## config.mk

```make
export PLATFORM = sky130hd
export DESIGN_NAME = hub75_bcm_scan
export DESIGN_NICKNAME = d
export VERILOG_FILES = /design/src/rtl/hub75_bcm_scan.sv
export SDC_FILE = /design/constraint.sdc
export NUM_CORES = 1
export LEC_CHECK = 0
export ABC_AREA = 0
export CORE_MARGIN = 2
export CORE_UTILIZATION = 64
export DETAILED_ROUTE_END_ITERATION = 16
export DONT_BUFFER_PORTS = 1
export GPL_ROUTABILITY_DRIVEN = 0
export PLACE_DENSITY = 0.8
export SETUP_SLACK_MARGIN = 0.5
export SLEW_MARGIN = 20
export SYNTH_ARGS = -nofsm -noshare
export SYNTH_HDL_FRONTEND = slang
export SYNTH_SLANG_ARGS = --single-unit
```

## constraint.sdc

```tcl
create_clock -name clk -period 3 [get_ports clk]
set_input_delay 0.45 -clock clk [delete_from_list [all_inputs] [get_ports clk]]
set_output_delay 0.45 -clock clk [all_outputs]
set_load 0.005 [all_outputs]
```

## src/rtl/hub75_bcm_scan.sv

```systemverilog
// HUB75 LED panel scan driver: per scan line and bit-plane, shift one row of pixels,
// blank, latch, then light for BASE_ONTIME<<plane cycles (binary-coded modulation).
module hub75_bcm_scan #(
    parameter int COLS        = 64,
    parameter int COLBITS     = 6,
    parameter int SCAN_ROWS   = 32,
    parameter int ROWBITS     = 5,
    parameter int BITDEPTH    = 8,
    parameter int BASE_ONTIME = 8
) (
    input  logic                    clk,
    input  logic                    reset,
    input  logic                    enable,
    output logic                    rd_en,
    output logic [COLBITS-1:0]      rd_col,
    output logic [ROWBITS-1:0]      rd_row,
    input  logic [3*BITDEPTH-1:0]   rd_data1,
    input  logic [3*BITDEPTH-1:0]   rd_data2,
    output logic [ROWBITS-1:0]      led_addr,
    output logic                    led_blank,
    output logic                    led_latch,
    output logic                    led_sclk,
    output logic [2:0]              led_rgb1,
    output logic [2:0]              led_rgb2,
    output logic                    frame_done,
    output logic [2:0]              dbg_state
);

    localparam int SHIFT_LEN = 2 * COLS + 2;
    localparam int SCW       = $clog2(SHIFT_LEN);
    localparam int MAX_ON    = BASE_ONTIME << (BITDEPTH - 1);
    localparam int ONW       = $clog2(MAX_ON + 1);
    localparam int PLW       = (BITDEPTH > 1) ? $clog2(BITDEPTH) : 1;

    typedef enum logic [2:0] {
        IDLE  = 3'd0,
        SHIFT = 3'd1,
        BLANK = 3'd2,
        LATCH = 3'd3,
        SHOW  = 3'd4
    } state_t;

    state_t               state_q;
    logic [SCW-1:0]       shift_cnt_q;
    logic [ONW-1:0]       on_cnt_q;
    logic [PLW-1:0]       plane_q;
    logic [ROWBITS-1:0]   row_q;

    logic                 rd_en_q;
    logic [COLBITS-1:0]   rd_col_q;
    logic [ROWBITS-1:0]   rd_row_q;
    logic [ROWBITS-1:0]   led_addr_q;
    logic                 led_blank_q;
    logic                 led_latch_q;
    logic                 led_sclk_q;
    logic [2:0]           led_rgb1_q;
    logic [2:0]           led_rgb2_q;
    logic                 frame_done_q;

    logic                 last_plane_d;
    logic                 last_row_d;
    logic [PLW-1:0]       next_plane_d;
    logic [ROWBITS-1:0]   next_row_d;
    logic [SCW:0]         cnt_next_d;
    logic [ONW-1:0]       on_len_d;

    // Selects bit 'p' of each of the R, G and B channels packed as {R,G,B}.
    function automatic logic [2:0] plane_bits(input logic [3*BITDEPTH-1:0] px,
                                              input logic [PLW-1:0] p);
        logic [BITDEPTH-1:0] r, g, b;
        r = px[3*BITDEPTH-1:2*BITDEPTH];
        g = px[2*BITDEPTH-1:BITDEPTH];
        b = px[BITDEPTH-1:0];
        return {r[p], g[p], b[p]};
    endfunction

    always_comb begin
        last_plane_d = (plane_q == PLW'(BITDEPTH - 1));
        last_row_d   = (row_q == ROWBITS'(SCAN_ROWS - 1));
        next_plane_d = last_plane_d ? '0 : plane_q + PLW'(1);
        next_row_d   = row_q;
        if (last_plane_d) begin
            next_row_d = last_row_d ? '0 : row_q + ROWBITS'(1);
        end
        cnt_next_d = {1'b0, shift_cnt_q} + (SCW+1)'(1);
        on_len_d   = ONW'(BASE_ONTIME) << plane_q;
    end

    always_ff @(posedge clk) begin
        if (reset) begin
            state_q      <= IDLE;
            shift_cnt_q  <= '0;
            on_cnt_q     <= '0;
            plane_q      <= '0;
            row_q        <= '0;
            rd_en_q      <= 1'b0;
            rd_col_q     <= '0;
            rd_row_q     <= '0;
            led_addr_q   <= '0;
            led_blank_q  <= 1'b1;
            led_latch_q  <= 1'b0;
            led_sclk_q   <= 1'b0;
            led_rgb1_q   <= '0;
            led_rgb2_q   <= '0;
            frame_done_q <= 1'b0;
        end else begin
            frame_done_q <= 1'b0;
            case (state_q)
                IDLE: begin
                    rd_en_q     <= 1'b0;
                    led_sclk_q  <= 1'b0;
                    led_latch_q <= 1'b0;
                    led_blank_q <= 1'b1;
                    if (enable) begin
                        state_q     <= SHIFT;
                        shift_cnt_q <= '0;
                        rd_en_q     <= 1'b1;
                        rd_col_q    <= '0;
                        rd_row_q    <= row_q;
                    end
                end
                SHIFT: begin
                    // Read data for column c lands one cycle after its strobe (odd count).
                    if (shift_cnt_q[0] && shift_cnt_q < SCW'(2 * COLS)) begin
                        led_rgb1_q <= plane_bits(rd_data1, plane_q);
                        led_rgb2_q <= plane_bits(rd_data2, plane_q);
                    end
                    if (shift_cnt_q == SCW'(SHIFT_LEN - 1)) begin
                        state_q    <= BLANK;
                        rd_en_q    <= 1'b0;
                        led_sclk_q <= 1'b0;
                    end else begin
                        shift_cnt_q <= cnt_next_d[SCW-1:0];
                        rd_en_q     <= ~cnt_next_d[0] && (cnt_next_d < (SCW+1)'(2 * COLS));
                        rd_col_q    <= COLBITS'(cnt_next_d >> 1);
                        led_sclk_q  <= cnt_next_d[0] && (cnt_next_d >= (SCW+1)'(3));
                    end
                end
                BLANK: begin
                    state_q     <= LATCH;
                    led_latch_q <= 1'b1;
                    led_sclk_q  <= 1'b0;
                    led_addr_q  <= row_q;
                end
                LATCH: begin
                    state_q      <= SHOW;
                    led_latch_q  <= 1'b0;
                    led_blank_q  <= 1'b0;
                    on_cnt_q     <= on_len_d - ONW'(1);
                    frame_done_q <= (on_len_d == ONW'(1)) && last_plane_d && last_row_d;
                end
                SHOW: begin
                    if (on_cnt_q == '0) begin
                        led_blank_q <= 1'b1;
                        plane_q     <= next_plane_d;
                        row_q       <= next_row_d;
                        if (!(last_plane_d && last_row_d) || enable) begin
                            state_q     <= SHIFT;
                            shift_cnt_q <= '0;
                            rd_en_q     <= 1'b1;
                            rd_col_q    <= '0;
                            rd_row_q    <= next_row_d;
                        end else begin
                            state_q <= IDLE;
                        end
                    end else begin
                        on_cnt_q     <= on_cnt_q - ONW'(1);
                        frame_done_q <= (on_cnt_q == ONW'(1)) && last_plane_d && last_row_d;
                    end
                end
                default: begin
                    state_q     <= IDLE;
                    led_blank_q <= 1'b1;
                end
            endcase
        end
    end

    assign rd_en      = rd_en_q;
    assign rd_col     = rd_col_q;
    assign rd_row     = rd_row_q;
    assign led_addr   = led_addr_q;
    assign led_blank  = led_blank_q;
    assign led_latch  = led_latch_q;
    assign led_sclk   = led_sclk_q;
    assign led_rgb1   = led_rgb1_q;
    assign led_rgb2   = led_rgb2_q;
    assign frame_done = frame_done_q;
    assign dbg_state  = state_q;

endmodule

```

Word level (Yosys, flattened, before mapping)
Cells that the tools add are included.
Cells by class
  $add $sub $neg: 5
  bitwise operators: 2
  reduce and logical (&&, ||, !) cells: 28
  eq/ne operators: 15
  shifts and indexed selects: 1
  order comparisons: 4
  multiplexer cells: 48
Operators with widths (number)
  two-way mux 8 bit: 4
  two-way mux 5 bit: 5
  two-way mux 6 bit: 4
  case mux 8 bit (3 select lines): 1
  equality test 11 x 1 -> 1 bit (second input constant): 2
  case mux 11 bit (2 select lines): 1
  subtractor 11 x 1 -> 11 bit (second input constant): 2
  binary-select mux 1 bit (select 3 bit): 6
  case mux 6 bit (3 select lines): 1
  case mux 3 bit (5 select lines): 1
  two-way mux 1 bit: 14
  two-way mux 3 bit: 4
  inequality test 2 bit (second input constant): 6
  logical NOT 11 bit: 1
  two-way mux 11 bit: 1
  << shifter 4 x 3 -> 11 bit (first input constant): 1
  case mux 5 bit (2 select lines): 1
  adder 8 x 1 -> 9 bit (second input constant): 1
  >= comparator 9 x 2 -> 1 bit (second input constant): 1
  less-than comparator 9 x 8 -> 1 bit (second input constant): 1
  equality test 8 bit (second input constant): 1
  logical AND 1 bit: 8
  less-than comparator 8 bit (second input constant): 1
  AND reduction 2 bit: 4
  other kinds (19): 31
Storage, ports and cells
  input port bits: 51
  output and inout bits: 30
  word-level logic and storage cells: 118
  flip-flop bits (word level): 57

Logic depth before layout (Yosys ltp)
Gate-level depths: netlist of run 1.
  depth in word-level cells: 7
  mapped depth: 12
  depth with buffers taken out: 9

Worst setup path after synthesis of run 1
No wires, ideal clock.
  path kind: flip-flop to flip-flop
  start point: reg plane_q[0]
  end point: reg on_cnt_q[9]
  slack: 0.351 ns
  path buffers: 3
  library setup time: 0.087 ns
  arrival time: 2.562 ns
  period minus slack after synthesis: 2.649 ns
  cell stages (with the launch flop): 13
  required time: 2.913 ns
  cell sequence: dfxtp_1 clkbuf_1 buf_2 inv_1 ha_1 clkbuf_1 nand2_1 ha_1 nand2b_1 or3b_2 a21oi_1 a31oi_1 o31ai_1
Between the ends
  longest elaborated chain between the ends: 3
Ends and longest elaborated chain
  start: declaration: line 46  | logic [PLW-1:0] plane_q;
  start signal: assignment: line 155  | plane_q <= next_plane_d;
  << shifter 4 x 3 -> 11 bit: line 86  | on_len_d = ONW'(BASE_ONTIME) << plane_q;
  subtractor 11 x 1 -> 11 bit: line 149  | on_cnt_q <= on_len_d - ONW'(1);
  case mux 11 bit (2 select lines): line 108  | case (state_q)
  end signal: assignment: line 149
  end signal: assignment: line 167  | on_cnt_q <= on_cnt_q - ONW'(1);
  end: declaration: line 45  | logic [ONW-1:0] on_cnt_q;
No other way between the ends.
A chain may end at the register's enable or synchronous reset.

Worst setup path after layout of run 1
  start point: reg state_q[2], in the netlist dbg_state[2]
  end point: reg on_cnt_q[7]
Between the ends
  longest elaborated chain between the ends: 3
  elaborated cells on any way between the ends: 6
  classes of those cells: 3 x eq/ne; 1 x mux; 2 x reduce/logical
Ends and longest elaborated chain
  start: declaration: line 43  | state_t state_q;
  start signal: assignment: line 91  | state_q <= IDLE;
  start signal: assignment: line 115  | state_q <= SHIFT;
  start signal: assignment: line 129  | state_q <= BLANK;
  equality test 3 bit or equality test 3 x 2 -> 1 bit (tied branches): line 108
  inequality test 2 bit (no source line) or nonzero test 2 bit (tied branches)
  AND reduction 2 bit (no source line)
Parallel ways exist; a longest one is shown, timed or not.

==> metrics.md, run 1 <==
| Metric | Value |
|---|---|
| Run status | `finished, final reports clean` |
| Cell Count, Final, Fillers Out | `approximately 440` |
| Diodes inserted | `0` |
| Worst setup path endpoint | `on_cnt_q[7]$_SDFFE_PP0P_` |
| Syn_nets | `about 450` |
| Most used DFF post-synth | `dfxtp_1` |
| Global-route wire length before repair | `11.3 mm` |
| CTS buffer count | `5` |
| Share of cells above drive strength 1 | `12.4%` |
| Later-pin clock latency in the skew report | `about 0.31 ns` |
| Pre-CTS setup slack | `between 0.5 and 0.6 ns` |
| Drt drc | `0` |
| Levels on crit path | `5` |
| CP Launch Type | `flip-flop` |
| Initial Util | `between 60 and 70%` |
| Min Tclk post-route | `~2.3 ns` |
| Gr usage total | `25.7%` |
| Slew Viols, Final | `0` |
| Layout Nets | `around 440` |
| CTS tree | `done` |
| IO Pins | `81` |
| Final Hold Viols | `0` |
| Least-Margin Pin Slew | `0.695 ns` |
| Worst reg2reg path endpoint | `on_cnt_q[7]$_SDFFE_PP0P_` |
| Cell taking the most area after synthesis | `dfxtp_1` |
| Port buffer count | `0` |
| FF-to-FF path depth | `5` |
| Finished Core Util | `between 60% and 70%` |
| Die W | `approximately 76 um` |
| Slowest-stage cell, CP | `dfxtp_1` |
| Power after layout | `~0.0012 W` |
| Synth area leaders | `dfxtp_1, mux4_2, ha_1, nor2_1, nand2_1` |
| YS warnings | `0` |
| Clock tree root driver cell | `clkbuf_8` |
| Worst hold path class | `input pin to flip-flop` |
| Crit path cell chain | `or3b_1, a31oi_2, nand2b_1, o21ai_0, a221oi_1` |
| Pwr/cell area | `roughly 350 nW/um^2` |
| Nature of the critical path endpoint | `flip-flop` |
| Critical path class | `flip-flop to flip-flop` |
| Number of flops mapped to enable cells by yosys | `0` |
| Setup ws final | `between 0.6 and 0.7 ns` |
| CP top delay family | `simple AND/OR/NAND/NOR gates` |
| Crit path buf inv count | `0` |
| Synthesized flop and latch total | `just over 50` |
| Worst Path Arrival | `approximately 2.5 ns` |
| Routed WL | `slightly above 7 mm` |
| DIE HEIGHT | `between 70 and 80 um` |
| Vias | `roughly 2.8k` |
| Fillers | `between 400 and 500` |
| Post-DR wirelength/cell | `roughly 16 um` |
| Grt total ovfl | `0` |
| CP startpoint | `dbg_state[2]$_SDFFE_PP0P_` |
| DRT Pass-1 Iters | `4` |
| Critical Path RT | `roughly 3.2 ns` |
| Placeable Area | `around 5000 sq um` |
| Setup TNS | `0 ns` |
| Worst-path maximum fanout | `16` |
| H-tree Lvls | `2` |
| Post-Place Cells | `roughly 430` |
| Clk sinks | `between 50 and 60` |
| Synthesized area per cell | `~8.5 sq um` |
| Clock transition at the registers of the reported paths | `about 0.09 ns` |
| Max cap viols | `0` |
| Storage cell area | `~1000 sq um` |
| Share of Yosys cell area claimed by the top area cell type | `between 30 and 40%` |
| Area delta synth->final | `2.90%` |
| Worst r2r src | `dbg_state[2]$_SDFFE_PP0P_` |
| Slew Limit Headroom | `53.6%` |
| DP HPWL | `about 5.2 mm` |
| Maximum VDD drop | `0.214 mV` |
| Multi-input logic area | `slightly above 2000 sq um` |
| Setup Viol. Count Final | `0` |
| Number of global-route vias before repair | `around 2.5k` |
| R2R setup slack | `around 0.69 ns` |
| Pleak | `~1.2 nW` |
| Skew final | `0.00351 ns` |
| Synthesized cell area | `approximately 3300 sq um` |
| Max Freq | `around 430 MHz` |
| Crit-path max cell delay | `~0.64 ns` |
| # rows | `26` |
| Cell count after synthesis | `around 390` |
| Tcrit/Tclk final | `76.9%` |
| Post-synthesis sequential area ratio | `31.2%` |
| Die footprint | `roughly 5700 sq um` |
| Via/cell ratio | `roughly 6.4` |
| Antenna-violating nets left | `0` |
| FFs w/ async S/R, synth | `0%` |
| Yosys cell types | `58` |
| Initial antenna violation count | `0` |
| RSZ-0062 raised after global routing | `false` |
| Largest net degree at the start of global routing | `56` |
| Clock Tree Buf Depth | `2` |
| Initial drt markers | `between 200 and 250` |
synthesized netlist by cell type, drive strengths merged (2+ instances only):
cell,n
a21oi,25
nand4,5
and3,3
or3b,4
a211oi,4
nor2b,9
o21ai,22
o211a,2
xor2,2
nand2b,6
nor2,47
and4,2
or2,3
or4,2
mux2i,8
or4b,2
nand3,4
xnor2,5
a31oi,9
nand2,35
inv,12
a2bb2oi,2
ha,15
a311oi,14
buf,12
nor3,16
o311ai,2
o31ai,3
nor4,7
nor3b,2
mux4,12
o211ai,2
and2,2
nor4bb,2
clkbuf,19
o21a,3
dfxtp,51
report_power, final:
group,internal [W],total (W),switching [W]
logic,0.0000343,0.0000688,0.0000345
clock network,0.000163,0.000393,0.000231
registers,0.000690,0.000705,0.0000159
total,0.000887,0.00117,0.000281
through the flow:
step / area [sq um] / hold WS [ns]
CTS: 3370 / 0.191
global placement: 3280 / 0.472
detailed placement: 3280 / 0.482
finish: 3370 / 0.207
global route: 3370 / 0.188
floorplan: 3280 / 0.437
sequential cells by signal, summed over array words and instances (netlist names), 3 cells and up:
signal and count:
row_q 5, shift_cnt_q 8, rd_row 5, on_cnt_q 11, led_rgb1 3, led_addr 5
plane_q 3, led_rgb2 3, dbg_state 3
how the worst min path moves through the flow:
stage                                         start                           to  cells after the start
after floorplan           on_cnt_q[10]$_SDFFE_PP0P_        frame_done$_SDFF_PP0_                      1
after global placement    on_cnt_q[10]$_SDFFE_PP0P_        frame_done$_SDFF_PP0_                      1
after detailed placement  on_cnt_q[10]$_SDFFE_PP0P_        frame_done$_SDFF_PP0_                      1
after CTS                                     reset     on_cnt_q[8]$_SDFFE_PP0P_                      1
after global routing                          reset    on_cnt_q[10]$_SDFFE_PP0P_                      1
final                                         reset  shift_cnt_q[3]$_SDFFE_PP0P_                      1
logic make-up after synthesis:
family,after synthesis,synth area share (%)
AOI/OAI and AO/OA,96,19.4
and+or+nand+nor,152,24.8
xor gates and xnor gates,7,1.87
adders and majority gates,15,5.73
buffers and inverters,43,6.03
DFF,51,31.2
muxes,21,11.0
layout by cell type (no fill, tap or decap), types with 3 or more instances in the layout:
cell type | netlist | routed
a211oi_1 | 4 | 4
a21oi_1 | 24 | 24
a311oi_1 | 14 | 14
a31oi_1 | 8 | 8
and3_1 | 3 | 3
buf_4 | 6 | 9
clkbuf_8 | 0 | 5
dfxtp_1 | 51 | 50
ha_1 | 15 | 14
inv_1 | 12 | 12
mux2i_1 | 8 | 8
mux4_2 | 12 | 12
nand2_1 | 35 | 35
nand2b_1 | 6 | 6
nand3_1 | 4 | 4
nand4_1 | 4 | 4
nor2_1 | 45 | 45
nor2b_1 | 9 | 9
nor3_1 | 16 | 16
nor4_1 | 5 | 5
o21a_1 | 3 | 3
o21ai_0 | 22 | 21
o31ai_1 | 3 | 3
or3b_2 | 3 | 3
xnor2_1 | 5 | 5
what timing repair did:
action                                  4_1_cts  5_1_grt
endpoints found under the setup margin        1       11
gates resized for setup                       1        2
setup buffers                                 0        0
hold buffers                                  0        0
cell type report:
| cell class | instances | area share [%] |
|---|---|---|
| clock buffer | 5 | 2.04 |
| clock inverter | 3 | 0.594 |
| inverter | 12 | 1.34 |
| multi-input combinational | 291 | 61.1 |
| sequential | 51 | 30.3 |
| tap | 70 | 2.60 |
| timing repair buffer | 9 | 2.00 |
per-layer routing:
layer / share of wire [%] / track usage [%] / vias to the layer above
met2: 49 / 43.3 / 114
met1: 43 / 31.6 / 1319
met5: 0 / 0 / -
met3: 6.0 / 6.22 / 14
li1: - / - / 1377
met4: 2.2 / 10.5 / 0
No activity file was read; power rests on OpenSTA's default activity.
==> inputs of run 2 (changes only) <==
--- a/config.mk
+++ b/config.mk
@@ -7,11 +7,11 @@
 export LEC_CHECK = 0
 export ABC_AREA = 0
 export CORE_MARGIN = 2
-export CORE_UTILIZATION = 64
+export CORE_UTILIZATION = 58
 export DETAILED_ROUTE_END_ITERATION = 16
 export DONT_BUFFER_PORTS = 1
 export GPL_ROUTABILITY_DRIVEN = 0
-export PLACE_DENSITY = 0.8
+export PLACE_DENSITY = 0.76
 export SETUP_SLACK_MARGIN = 0.5
 export SLEW_MARGIN = 20
 export SYNTH_ARGS = -nofsm -noshare
==> constraint.sdc (replaced) <==
create_clock -name clk -period 1.9 [get_ports clk]
set_input_delay 0.285 -clock clk [delete_from_list [all_inputs] [get_ports clk]]
set_output_delay 0.285 -clock clk [all_outputs]
set_load 0.005 [all_outputs]
==> run 2 against run 1 <==
The run now ends with negative setup slack left. Register-to-register slack got worse by 0.80 ns. Die area rose by 9.8%. Via count rose by 48%. Sequential share of layout area decreased by 8.9 points. Total power rose by 89%. Utilization up 24 points. Clock power increased by 110%. Flip-flop and latch count unchanged. Worst hold slack worse by 0.19 ns. Clock skew increased by 0.0080 ns. Count of clock-buffer cells in the layout did not move. Critical endpoint is now shift_cnt_q[4]$_SDFFE_PP0P_. Largest cell class unchanged. Largest power group unchanged. Highest routed layer is now met5.
==> metrics.md, run 2 (same netlist as run 1, synthesis figures left out) <==
| Metric | Value |
|---|---|
| Number of flip-flops in the largest register | `11 (unchanged)` |
| RSZ-0062 raised after global routing | `true` |
| Setup Viol. Count Final | `7 (+7)` |
| Finished Core Util | `90.8% (+24 points)` |
| Hold buffer count at CTS | `0 (unchanged)` |
| Tcrit/Tclk final | `106% (+29 points)` |
| Die W | `79.2 um (+4.8%)` |
| Diodes inserted | `0 (unchanged)` |
| Post-Place Cells | `477 (+10%)` |
| Layout Nets | `529 (+21%)` |
| Switch Pwr | `0.000601 W (+110%)` |
| Clock transition at the registers of the reported paths | `0.11 ns (+0.02 ns)` |
| Slew Limit Headroom | `57.9% (+4.3 points)` |
| Commonest non-fill, non-tap cell in the layout | `buf_4` |
| Pleak | `1.80 nW (+54%)` |
| Die footprint | `6270 sq um (+9.8%)` |
| Via/cell ratio | `7.82 (+22%)` |
| Worst-path maximum fanout | `5 (-11)` |
| Min Tclk post-route | `2.01 ns (-0.298 ns)` |
| Switching part of the total | `27.2% (+3.1 points)` |
| Critical Path RT | `2.11 ns (-1.11 ns)` |
| Clock tree root driver cell | `clkbuf_8` |
| DIE HEIGHT | `79.2 um (+4.8%)` |
| Cell Count, Final, Fillers Out | `536 (+22%)` |
| H-tree Lvls | `2 (unchanged)` |
| Placeable Area | `5470 sq um (+9.2%)` |
| Crit path buf inv count | `0 (unchanged)` |
| Drt drc | `0 (unchanged)` |
| Most used cell, CP | `ha_4` |
| Clk sinks | `51 (unchanged)` |
| Largest net degree at the start of global routing | `56 (unchanged)` |
| Pwr/cell area | `445 nW/um^2 (+28%)` |
| Worst Path Arrival | `2.22 ns (-0.31 ns)` |
| Initial Util | `59.9% (-5.5 points)` |
| DRT Pass-1 Iters | `6 (+2)` |
| Setup ws final | `-0.108 ns (-0.802 ns)` |
| Fillers | `169 (-62%)` |
| Number of global-route vias before repair | `3617 (+45%)` |
| Gr usage total | `36.5% (+11 points)` |
| Share of cells above drive strength 1 | `51.3% (+39 points)` |
| Maximum VDD drop | `0.340 mV (+59%)` |
| Run status | `finished, violations left` |
| Clock Tree Buf Depth | `2 (unchanged)` |
| Register share of total power | `50.2% (-10 points)` |
| Vias | `4192 (+48%)` |
| Clk pwr share | `37.8% (+4.1 points)` |
| Worst hold path class | `input pin to flip-flop` |
| CTS buffer count | `5 (unchanged)` |
| CP top delay family | `compound AO/OA/AOI/OAI gates` |
| Port buffer count | `0 (unchanged)` |
| Largest regs | `on_cnt_q (11), shift_cnt_q (8)` |
| Later-pin clock latency in the skew report | `0.33 ns (+0.02 ns)` |
| CTS tree | `done` |
| Max cap viols | `0 (unchanged)` |
| Setup TNS | `-0.466 ns (-0.466 ns)` |
| Antenna-violating nets left | `0 (unchanged)` |
| Leading cell types in the layout, fill and taps excluded | `buf_4, nor2_1, dfxtp_1` |
| Max Freq | `498 MHz (+15%)` |
| CP Launch Type | `flip-flop` |
| Grt total ovfl | `0 (unchanged)` |
| Slew Viols, Final | `0 (unchanged)` |
| Initial antenna violation count | `1 (+1)` |
| Violated checks | `negative setup slack` |
| Area delta synth->final | `51.7%` |
| Skew final | `0.0115 ns (+0.00802 ns)` |
| DP HPWL | `6.14 mm (+18%)` |
| Hold slack | `0.0196 ns (-0.188 ns)` |
| Post-DR wirelength/cell | `30.1 um (+85%)` |
| Routed WL | `16.1 mm (+120%)` |
| Reg with most FFs | `on_cnt_q` |
| Crit path cell chain | `ha_4, and3_4, ha_4, a21boi_4, o21ai_4, a21oi_4, o211a_1, nor3_1` |
| Global-route wire length before repair | `17.9 mm (+59%)` |
| Slowest-stage cell, CP | `dfxtp_2` |
| Final Hold Viols | `0 (unchanged)` |
| Least-Margin Pin Slew | `0.630 ns (-0.0656 ns)` |
| Critical path class | `flip-flop to flip-flop` |
| IO Pins | `81 (unchanged)` |
| Logic pwr share | `12.0% (+6.1 points)` |
| Initial drt markers | `684 (+180%)` |
| Internal cell power | `0.00161 W (+82%)` |
| Nature of the critical path endpoint | `flip-flop` |
| Crit-path max cell delay | `0.38 ns (-0.26 ns)` |
| # rows | `27 (+3.8%)` |
-- run 2: cell count changes in the layout (fill, tap and decap cells not counted), moves of 10 or more --
cell | previous run | this run
ha_4 | 0 | 10
ha_1 | 14 | 2
buf_4 | 9 | 68
buf_6 | 0 | 25
dfxtp_1 | 50 | 34
-- run 2: worst reg2reg max path: stages, from the launching register on --
cell,delay (ns)
dfxtp_2,0.38
ha_4,0.14
and3_4,0.18
ha_4,0.18
a21boi_4,0.09
o21ai_4,0.31
a21oi_4,0.14
o211a_1,0.17
nor3_1,0.31
-- run 2: routing by layer --
layer / GRT usage [%] / vias up / wire [um]
met5: 0 / - / 32
li1: - / 1572 / -
met4: 17.9 / 2 / 1520
met2: 66.1 / 535 / 7250
met1: 40.8 / 1898 / 5290
met3: 6.70 / 185 / 2020
-- run 2: cell type report --
cell class / count / area, sq um / area share (%)
Multi-Input combinational cell: 294 / 2730 / 54.9
Sequential cell: 51 / 1060 / 21.4
Timing Repair Buffer: 99 / 922 / 18.6
Tap cell: 72 / 90.1 / 1.81
Clock buffer: 5 / 68.8 / 1.38
Inverter: 12 / 52.6 / 1.06
Clock inverter: 3 / 45.0 / 0.906
-- run 2: repair_timing --
| action | CTS | global route |
|---|---|---|
| resized for setup | 85 | 67 |
| cloned | 5 | 0 |
| setup buffers | 29 | 17 |
| pin swaps | 55 | 41 |
| endpoints found under the setup margin | 51 | 50 |
-- run 2: worst paths after layout --
| kind | end | cells after the start | start | slack, ns |
|---|---|---|---|---|
| max | shift_cnt_q[4]$_SDFFE_PP0P_ | 8 | row_q[1]$_SDFFE_PP0P_ | -0.11 |
| min | plane_q[2]$_SDFFE_PP0P_ | 1 | reset | 0.02 |
| max reg2reg | shift_cnt_q[4]$_SDFFE_PP0P_ | 8 | row_q[1]$_SDFFE_PP0P_ | -0.11 |
| min reg2reg | led_rgb1[1]$_SDFFE_PP0P_ | 2 | led_rgb1[1]$_SDFFE_PP0P_ | 0.54 |
-- run 2: power groups by stage --
stage	clock [W]	combinational (W)	sequential, W
floorplan	0	0.000132	0.00113
global placement	0	0.000131	0.00114
detailed placement	0	0.000135	0.00114
CTS	0.000803	0.000207	0.00111
global route	0.000872	0.000269	0.00111
finish	0.000836	0.000265	0.00111
-- run 2: stage by stage --
step	power (W)	instance area [sq um]	setup WS (ns)
final	0.00221	4970	-0.108
after global routing	0.00225	4970	-0.141
after CTS	0.00212	4540	0.0880
after detailed placement	0.00127	3780	0.0109
after global placement	0.00127	3780	0.0733
after floorplan	0.00126	3540	-0.167
